**config.mk**
```make
export PLATFORM = sky130hd
export DESIGN_NAME = challenge_unpack
export DESIGN_NICKNAME = d
export VERILOG_FILES = /design/src/rtl/dilithium_pkg.sv /design/src/rtl/challenge_coeff_decode.sv /design/src/rtl/challenge_unpack.sv
export SDC_FILE = /design/constraint.sdc
export NUM_CORES = 1
export LEC_CHECK = 0
export ABC_AREA = 1
export CAP_MARGIN = 20
export CORE_UTILIZATION = 25
export DETAILED_ROUTE_END_ITERATION = 7
export PLACE_DENSITY_LB_ADDON = 0.3
export SLEW_MARGIN = 25
export SYNTH_ARGS = -nofsm -noshare
export SYNTH_HDL_FRONTEND = slang
export SYNTH_SLANG_ARGS = --single-unit
```
**constraint.sdc**
```tcl
create_clock -name clk -period 4.51 [get_ports clk]
set_input_delay 0.902 -clock clk [delete_from_list [all_inputs] [get_ports clk]]
set_output_delay 0.902 -clock clk [all_outputs]
set_load 0.05 [all_outputs]
```
**src/rtl/dilithium_pkg.sv**
```systemverilog
// Shared ML-DSA constants: modulus, polynomial shape, challenge code points and
// the unpacker state encoding. SampleInBall packs with the same code constants.
package dilithium_pkg;
  localparam int N           = 256;
  localparam int TAU         = 60;
  localparam int COEFF_WIDTH = 2;
  localparam int Q           = 8380417;
  localparam int COEFF_BITS  = 23;

  localparam logic [1:0] CODE_ZERO = 2'b00;
  localparam logic [1:0] CODE_POS  = 2'b01;
  localparam logic [1:0] CODE_NEG  = 2'b11;

  typedef enum logic [1:0] {
    ST_IDLE   = 2'd0,
    ST_STREAM = 2'd1,
    ST_DONE   = 2'd2
  } state_t;
endpackage

```
**src/rtl/challenge_coeff_decode.sv**
```systemverilog
// One lane of challenge decode: 2-bit code to a coefficient in [0, Q).
// Code 2'b10 is not produced by SampleInBall; it decodes to 0 and flags illegal.
module challenge_coeff_decode
  import dilithium_pkg::*;
(
  input  logic [1:0]            code,
  output logic [COEFF_BITS-1:0] coeff,
  output logic                  nonzero,
  output logic                  illegal
);
  always_comb begin
    coeff   = '0;
    nonzero = 1'b0;
    illegal = 1'b0;
    case (code)
      CODE_ZERO: ;
      CODE_POS: begin
        coeff   = COEFF_BITS'(1);
        nonzero = 1'b1;
      end
      CODE_NEG: begin
        coeff   = COEFF_BITS'(Q - 1);
        nonzero = 1'b1;
      end
      default: illegal = 1'b1;
    endcase
  end
endmodule

```
**src/rtl/challenge_unpack.sv**
```systemverilog
// Streams the packed challenge polynomial as LANES decoded coefficients per beat,
// accumulating Hamming weight and illegal-code status for a final err verdict.
module challenge_unpack
  import dilithium_pkg::*;
#(
  parameter int N             = dilithium_pkg::N,
  parameter int TAU           = dilithium_pkg::TAU,
  parameter int COEFF_WIDTH   = dilithium_pkg::COEFF_WIDTH,
  parameter int Q             = dilithium_pkg::Q,
  parameter int DATA_OUT_BITS = 64
) (
  input  logic                       clk,
  input  logic                       rst_n,
  input  logic                       start,
  input  logic [COEFF_WIDTH*N-1:0]   poly_pack,
  output logic                       busy,
  output logic                       out_valid,
  input  logic                       out_ready,
  output logic [DATA_OUT_BITS-1:0]   out_data,
  output logic                       out_last,
  output logic                       done,
  output logic [8:0]                 weight,
  output logic                       err
);
  localparam int LANES = DATA_OUT_BITS / 32;
  localparam int BEATS = N / LANES;
  localparam int CW    = $clog2(BEATS);
  localparam int PW    = COEFF_WIDTH * N;
  localparam int SH    = COEFF_WIDTH * LANES;

  state_t                              state, state_nxt;
  logic [PW-1:0]                       shreg;
  logic [CW-1:0]                       beat_cnt;
  logic [8:0]                          weight_q;
  logic                                illegal_q;
  logic                                err_q;

  logic [LANES-1:0][COEFF_BITS-1:0]    lane_coeff;
  logic [LANES-1:0]                    lane_nz;
  logic [LANES-1:0]                    lane_ill;
  logic [8:0]                          nz_cnt;
  logic [8:0]                          weight_nxt;
  logic                                ill_nxt;
  logic                                hs;
  logic                                beat_last;

  for (genvar g = 0; g < LANES; g++) begin : g_lane
    challenge_coeff_decode u_dec (
      .code    (shreg[COEFF_WIDTH*g +: 2]),
      .coeff   (lane_coeff[g]),
      .nonzero (lane_nz[g]),
      .illegal (lane_ill[g])
    );
  end

  always_comb begin
    nz_cnt = '0;
    for (int k = 0; k < LANES; k++) nz_cnt = nz_cnt + 9'(lane_nz[k]);
  end

  assign weight_nxt = weight_q + nz_cnt;
  assign ill_nxt    = illegal_q | (|lane_ill);
  assign out_valid  = (state == ST_STREAM);
  assign beat_last  = (beat_cnt == CW'(BEATS - 1));
  assign hs         = out_valid && out_ready;
  assign out_last   = out_valid && beat_last;
  assign busy       = (state != ST_IDLE);
  assign done       = (state == ST_DONE);
  assign weight     = weight_q;
  assign err        = err_q;

  // Lanes are gated so the bus reads zero whenever no beat is offered.
  always_comb begin
    out_data = '0;
    if (out_valid)
      for (int k = 0; k < LANES; k++)
        out_data[32*k +: 32] = {{(32-COEFF_BITS){1'b0}}, lane_coeff[k]};
  end

  always_comb begin
    state_nxt = state;
    case (state)
      ST_IDLE:   if (start) state_nxt = ST_STREAM;
      ST_STREAM: if (hs && beat_last) state_nxt = ST_DONE;
      ST_DONE:   state_nxt = ST_IDLE;
      default:   state_nxt = ST_IDLE;
    endcase
  end

  always_ff @(posedge clk) begin
    if (!rst_n) begin
      state     <= ST_IDLE;
      shreg     <= '0;
      beat_cnt  <= '0;
      weight_q  <= '0;
      illegal_q <= 1'b0;
      err_q     <= 1'b0;
    end else begin
      state <= state_nxt;
      case (state)
        ST_IDLE: if (start) begin
          shreg     <= poly_pack;
          beat_cnt  <= '0;
          weight_q  <= '0;
          illegal_q <= 1'b0;
          err_q     <= 1'b0;
        end
        ST_STREAM: if (hs) begin
          shreg     <= shreg >> SH;
          beat_cnt  <= beat_cnt + 1'b1;
          weight_q  <= weight_nxt;
          illegal_q <= ill_nxt;
          // Verdict is formed from the post-beat totals so it is ready in DONE.
          if (beat_last) err_q <= ill_nxt | (weight_nxt != 9'(TAU));
        end
        default: ;
      endcase
    end
  end
endmodule

```
# ---- After elaboration in Yosys (flattened, before gate mapping)
# Index checks and enable logic that the tools add are counted.
dict set report op_classes {
  n_addsub 3
  eq_ne 12
  n_mux 25
  bitwise 2
  n_reduce_logical 16
}
# op n
set ops {}
lappend ops {{512-bit two-way mux} 2}
lappend ops {{512-bit one-hot mux with 2 select lines} 1}
lappend ops {{23-bit one-hot mux with 2 select lines} 2}
lappend ops {{55-bit two-way mux} 1}
lappend ops {{9-bit two-way mux} 2}
lappend ops {{9-bit one-hot mux with 2 select lines} 1}
lappend ops {{7-bit two-way mux} 2}
lappend ops {{7-bit one-hot mux with 2 select lines} 1}
lappend ops {{9-bit by 2-bit adder with 9-bit output} 1}
lappend ops {{9-bit by 6-bit != test with 1-bit output (second input constant)} 1}
lappend ops {{1-bit two-way mux} 8}
lappend ops {{7-bit by 1-bit adder with 7-bit output (second input constant)} 1}
lappend ops {{7-bit == test (second input constant)} 1}
lappend ops {{2-bit by 1-bit == test with 1-bit output (second input constant)} 3}
lappend ops {{2-bit == test (second input constant)} 3}
lappend ops {{2-bit zero test} 3}
lappend ops {{2-bit by 1-bit != test with 1-bit output (second input constant)} 3}
lappend ops {{2-bit OR reduction} 3}
lappend ops {{3-bit OR reduction} 2}
lappend ops {{2-bit two-way mux} 2}
lappend ops {{1-bit one-hot mux with 2 select lines} 2}
lappend ops {{2-bit one-hot mux with 2 select lines} 1}
lappend ops {{4-bit AND reduction} 1}
lappend ops {{2-bit nonzero test} 2}
lappend ops {{other kinds (6)} 9}
dict set report word_totals {
  regBits 532
  in_bits 516
  word_cells 64
}

# ---- Longest topological paths before layout
dict set report logic_depth {
  word_depth 10
  ltp_mapped 14
  ltp_nobuf 14
}

# ---- Cells and area by module
# Synthesis repeated with hierarchy kept, for this count alone.
dict set report unflattened {
  hier_cells 3125
  hier_area_um2 22325.2
}
# module instances cells_per_inst area_per_inst_um2
set modules_own_cells {}
lappend modules_own_cells {challenge_unpack 1 3067 21944.8}
lappend modules_own_cells {challenge_coeff_decode 2 29 190.2}

# ---- Worst setup path after synthesis
# OpenSTA, ideal clock, no wires.
dict set report synth_timing {
  path_type {reg2out}
  startpoint {register state[0]}
  endpoint {output out_data[14]}
  arrival_time_ns 2.121
  required_ns 3.608
  slack_ns 1.487
  path_stages_with_launch 7
  path_buffers 2
  cell_sequence {dfxtp_1 inv_2 nor2_8 inv_1 clkbuf_1 nor2_1 buf_4}
}
dict set report synth_via {
  elab_chain_cells 2
}
# item line
set synth_lines {}
lappend synth_lines {{start: declaration} challenge_unpack.sv:31} ;# state_t state, state_nxt;
lappend synth_lines {{start signal: assignment} challenge_unpack.sv:99} ;# state <= state_nxt;
lappend synth_lines {{2-bit by 1-bit == test with 1-bit output} challenge_unpack.sv:63} ;# assign out_valid = (state == ST_STREAM);
lappend synth_lines {{55-bit two-way mux} challenge_unpack.sv:75} ;# if (out_valid)
lappend synth_lines {{end: declaration} challenge_unpack.sv:19} ;# output logic [DATA_OUT_BITS-1:0] out_data,
# Every way passes these cells.

# ---- Worst setup path in the final report
dict set report layout_timing {
  startpoint {register state[0]}
  endpoint {output out_data[32]}
}
# Same word-level chain as after synthesis.

==> qor.log <==
INFO  synth          netlist_area=22000um2
INFO  cts            cts.htree.levels=2
INFO  cells_and_area area.growth.synth_to_final=38.5%
INFO  drt            totalWireLength=72900um
INFO  sta            rsz0062_at_grt=no
INFO  drt            route.detailed.vias_per_inst=4.59
INFO  global_routing first_global_vias=20000
INFO  die            row_count=108
INFO  sta            slew_viol_final=0
INFO  hold_path      worstHoldPathType=flop to flop
INFO  die            fp.dieW=298um
INFO  sta            max_slew.worst_pin.slew=0.771ns
INFO  cells_and_area design.final.nets=3958
INFO  synth          synth_async_sr_flop_share=0
INFO  critical_path  cp.buffers_inverters=4
INFO  synth          synth_xor_area_frac=0.000399
INFO  global_routing grt_overflow=0
INFO  critical_path  data_required_time_of_the_worst_path=3.61ns
INFO  die            die_height=298um
INFO  critical_path  timing.reg2reg.worst_path_depth=8
INFO  sta            period_minus_slack=3.52ns
INFO  place          place_hpwl=49100um
INFO  critical_path  type_of_destination_of_the_critical_path=output port
INFO  global_routing pin_count_of_the_biggest_net_entering_global_routing=176
INFO  cts            clock_tree.buffer_depth=3
INFO  synth          synth_top_cells_by_area=sky130_fd_sc_hd__dfxtp_1, sky130_fd_sc_hd__nand2_1, sky130_fd_sc_hd__a31oi_1, sky130_fd_sc_hd__buf_4, sky130_fd_sc_hd__buf_2
INFO  drt            drtPass1Iterations=5
INFO  sta            maxClockFrequency=284MHz
INFO  synth          synthAdderAreaFrac=0.00205
INFO  outcome        status=completed
INFO  place          routabilityCongestion=0.808
INFO  sta            report.final.setup_viol=0
INFO  synth          synth.lib_cells_used.distinct=32
INFO  global_routing groute.usage.overall=0.157
INFO  die            floorplan.initialDensity=0.253
INFO  cts            cts_sinks=532
INFO  global_routing global_route_wire_length_before_repair=114000um
INFO  synth          synth.largest_area_cell=sky130_fd_sc_hd__dfxtp_1
INFO  cells_and_area area.sequential=10700um2
INFO  critical_path  reg2reg_slack=1.82ns
INFO  critical_path  path_cells=inv_2, nor2_8, clkinv_1, buf_4, nor3_1, buf_4
INFO  drt            final_antenna_net_count=0
INFO  drt            drt-wirelength-per-cell=15.7um
INFO  synth          postSynthRegisterBits=532
INFO  cts            post_cts.repair.setup_buffers=0
INFO  cells_and_area post-route-util=0.350
INFO  synth          synth_simple_gate_area_frac=0.271
INFO  synth          netlist.area_leader.share=0.485
INFO  cts            postCtsResizedCells=0
INFO  drt            drc=0
INFO  cells_and_area drive_gt1_frac=0.0531
INFO  critical_path  crit_type=flop to output port
INFO  critical_path  setup.worst_path.start_class=flop
INFO  sta            relSlewSlack=0.486
INFO  global_routing antenna_found_initial=12
INFO  synth          synth_ff_type=sky130_fd_sc_hd__dfxtp_1
INFO  cts            ctsHoldBuffers=0
INFO  cts            clock_latency=0.60ns
INFO  synth          count_of_flip_flops_with_a_built_in_enable_after_synthesis=0
INFO  cts            cts_root_buf=sky130_fd_sc_hd__clkbuf_16
INFO  place          place.port_buffers=551
INFO  sta            hold_violations=0
INFO  critical_path  crit_start=state[0]$_SDFFE_PN0P_
INFO  cells_and_area final_layout_fill_cell_count=9159
INFO  sta            finalSetupTns=0ns
INFO  power          power_density=388nW/um2
INFO  critical_path  r2r_start=state[0]$_SDFFE_PN0P_
INFO  job            cap_viol_max_count=0
INFO  critical_path  max_stage_delay=0.39ns
INFO  synth          post_synthesis_cells=3028
INFO  critical_path  data_arrival_time_of_the_worst_path=2.62ns
INFO  synth          synthesis.area_per_instance=7.25um2
INFO  cts            clock_tree_from_tritoncts=built
INFO  critical_path  worst-path-stages=6
INFO  sta            layout_worst_path_cycle_share=0.780
INFO  die            core_area=86900um2
INFO  die            die_area=89000um2
INFO  sta            clock_skew=0.0100ns
INFO  power          power.static_leakage=0.0106uW
INFO  drt            first_iter_violations=1494
INFO  cts            cts_made_buffers=61
INFO  synth          compound_gate_fraction_of_synth_area=0.165
INFO  critical_path  worstPathMaxFanout=63
INFO  critical_path  crit_family=buffers and inverters
INFO  cts            clk_transition_reported_paths=0.06ns
INFO  critical_path  critical_path.most_common_cell=sky130_fd_sc_hd__buf_4
INFO  synth          main_combinational_cell_family_by_area_after_synthesis=simple AND/OR/NAND/NOR gates
INFO  synth          synth_mux_area_frac=0
INFO  critical_path  worstSetupEndpoint=out_data[32]
INFO  critical_path  crit_slowest_cell=sky130_fd_sc_hd__nor2_8
INFO  synth          synth-seq-area-share=0.485
INFO  die            io_pins=594
INFO  power          vdd_ir_drop_max=226uV
INFO  drt            via_count=21400
INFO  cells_and_area multiInputGateArea=9790um2
INFO  critical_path  rr_endpoint=shreg[477]$_SDFFE_PN0P_
INFO  synth          synth-warning-count=0
==> cell usage after synthesis, types with 2 or more instances <==
cell	instances
sky130_fd_sc_hd__a21oi_1	19
sky130_fd_sc_hd__a31oi_1	507
sky130_fd_sc_hd__buf_1	3
sky130_fd_sc_hd__buf_2	115
sky130_fd_sc_hd__buf_4	77
sky130_fd_sc_hd__buf_6	2
sky130_fd_sc_hd__clkbuf_1	99
sky130_fd_sc_hd__dfxtp_1	532
sky130_fd_sc_hd__ha_1	2
sky130_fd_sc_hd__inv_1	27
sky130_fd_sc_hd__inv_2	3
sky130_fd_sc_hd__nand2_1	1524
sky130_fd_sc_hd__nand3_1	12
sky130_fd_sc_hd__nand4_1	4
sky130_fd_sc_hd__nor2_1	18
sky130_fd_sc_hd__nor3_1	5
sky130_fd_sc_hd__o21ai_0	64
==> flip-flops by register name (all words and copies together), names as in the netlist <==
register	flops
beat_cnt	7
err	1
illegal_q	1
shreg	512
state	2
weight	9
==> worst min-delay path, delay by kind of cell (launching register included) <==
| kind | cells | cell delay [ns] |
|---|---|---|
| AO/OA/AOI/OAI | 1 | 0.05 |
| flip-flops | 1 | 0.31 |
| AND/OR/NAND/NOR | 1 | 0.06 |
==> where the power goes <==
group          internal, uW  total [uW]  switching (uW)
combinational           738        1600             866
sequential             5030        5200             168
clock                  2950        5000            2050
==> cells by family (layout without fill, tap and decap cells) <==
group / Yosys count / after routing
XOR/XNOR: 1 / 1
AO/OA/AOI/OAI: 595 / 595
AND/OR/NAND/NOR: 1568 / 1568
other: 1 / 50
flip-flops: 532 / 532
buffers and inverters: 328 / 746
adder cells (fa/ha/maj): 3 / 3
==> layout by cell type (no fill, tap or decap), types with 2 or more instances in the layout <==
cell / netlist / routed
sky130_fd_sc_hd__nand2_1: 1524 / 1524
sky130_fd_sc_hd__dfxtp_1: 532 / 532
sky130_fd_sc_hd__clkdlybuf4s50_1: 0 / 528
sky130_fd_sc_hd__a31oi_1: 507 / 507
sky130_fd_sc_hd__o21ai_0: 64 / 64
sky130_fd_sc_hd__clkbuf_16: 0 / 61
sky130_fd_sc_hd__conb_1: 1 / 42
sky130_fd_sc_hd__buf_12: 0 / 39
sky130_fd_sc_hd__buf_4: 77 / 36
sky130_fd_sc_hd__inv_1: 27 / 26
sky130_fd_sc_hd__a21oi_1: 19 / 19
sky130_fd_sc_hd__nor2_1: 18 / 18
sky130_fd_sc_hd__clkbuf_8: 0 / 15
sky130_fd_sc_hd__clkinv_2: 1 / 13
sky130_fd_sc_hd__nand3_1: 12 / 12
sky130_fd_sc_hd__clkbuf_1: 99 / 11
sky130_fd_sc_hd__diode_2: 0 / 8
sky130_fd_sc_hd__nor3_1: 5 / 5
sky130_fd_sc_hd__nand4_1: 4 / 4
sky130_fd_sc_hd__bufinv_16: 0 / 4
sky130_fd_sc_hd__inv_6: 0 / 3
sky130_fd_sc_hd__inv_2: 3 / 2
sky130_fd_sc_hd__inv_8: 0 / 2
sky130_fd_sc_hd__ha_1: 2 / 2
sky130_fd_sc_hd__clkinv_4: 0 / 2
sky130_fd_sc_hd__clkinvlp_4: 0 / 2
==> worst min-delay path by stage <==
| stage | from | to | cells after the start |
|---|---|---|---|
| after floorplan | beat_cnt[4]$_SDFFE_PN0P_ | beat_cnt[4]$_SDFFE_PN0P_ | 2 |
| after global placement | shreg[511]$_SDFFE_PN0P_ | shreg[511]$_SDFFE_PN0P_ | 2 |
| after detailed placement | shreg[509]$_SDFFE_PN0P_ | shreg[509]$_SDFFE_PN0P_ | 2 |
| after CTS | shreg[509]$_SDFFE_PN0P_ | shreg[509]$_SDFFE_PN0P_ | 2 |
| after global routing | shreg[511]$_SDFFE_PN0P_ | shreg[511]$_SDFFE_PN0P_ | 2 |
| final | shreg[511]$_SDFFE_PN0P_ | shreg[511]$_SDFFE_PN0P_ | 2 |
==> layer usage <==
layer  part of all wire  up-vias  GRT usage
li1                   -    10800          -
met1               0.45     9885      0.209
met2               0.46      554      0.254
met3              0.062      116     0.0351
met4              0.024       12     0.0446
met5             0.0011        -          0
==> final cells by class <==
type	count	area share
antenna	8	0.000658
clock buffer	87	0.0583
clock inverter	24	0.00802
inverter	32	0.00498
multi-input combinational	2209	0.322
sequential	532	0.350
tap	1155	0.0475
timing repair buffer	603	0.208
==> per-stage QoR <==
step	std cells	area, um2	hold slack [ns]	worst slack (ns)	total power [uW]
2_1_floorplan	3069	22100	0.437	1.49	6180
3_3_place_gp	4531	28400	0.450	1.14	6910
3_5_place_dp	4531	28400	0.452	1.15	6910
4_1_cts	4642	30400	0.462	0.910	12000
5_1_grt	4647	30400	0.481	0.733	12400
6_report	4650	30400	0.461	0.991	11800
(Power assumes the default switching activity.)
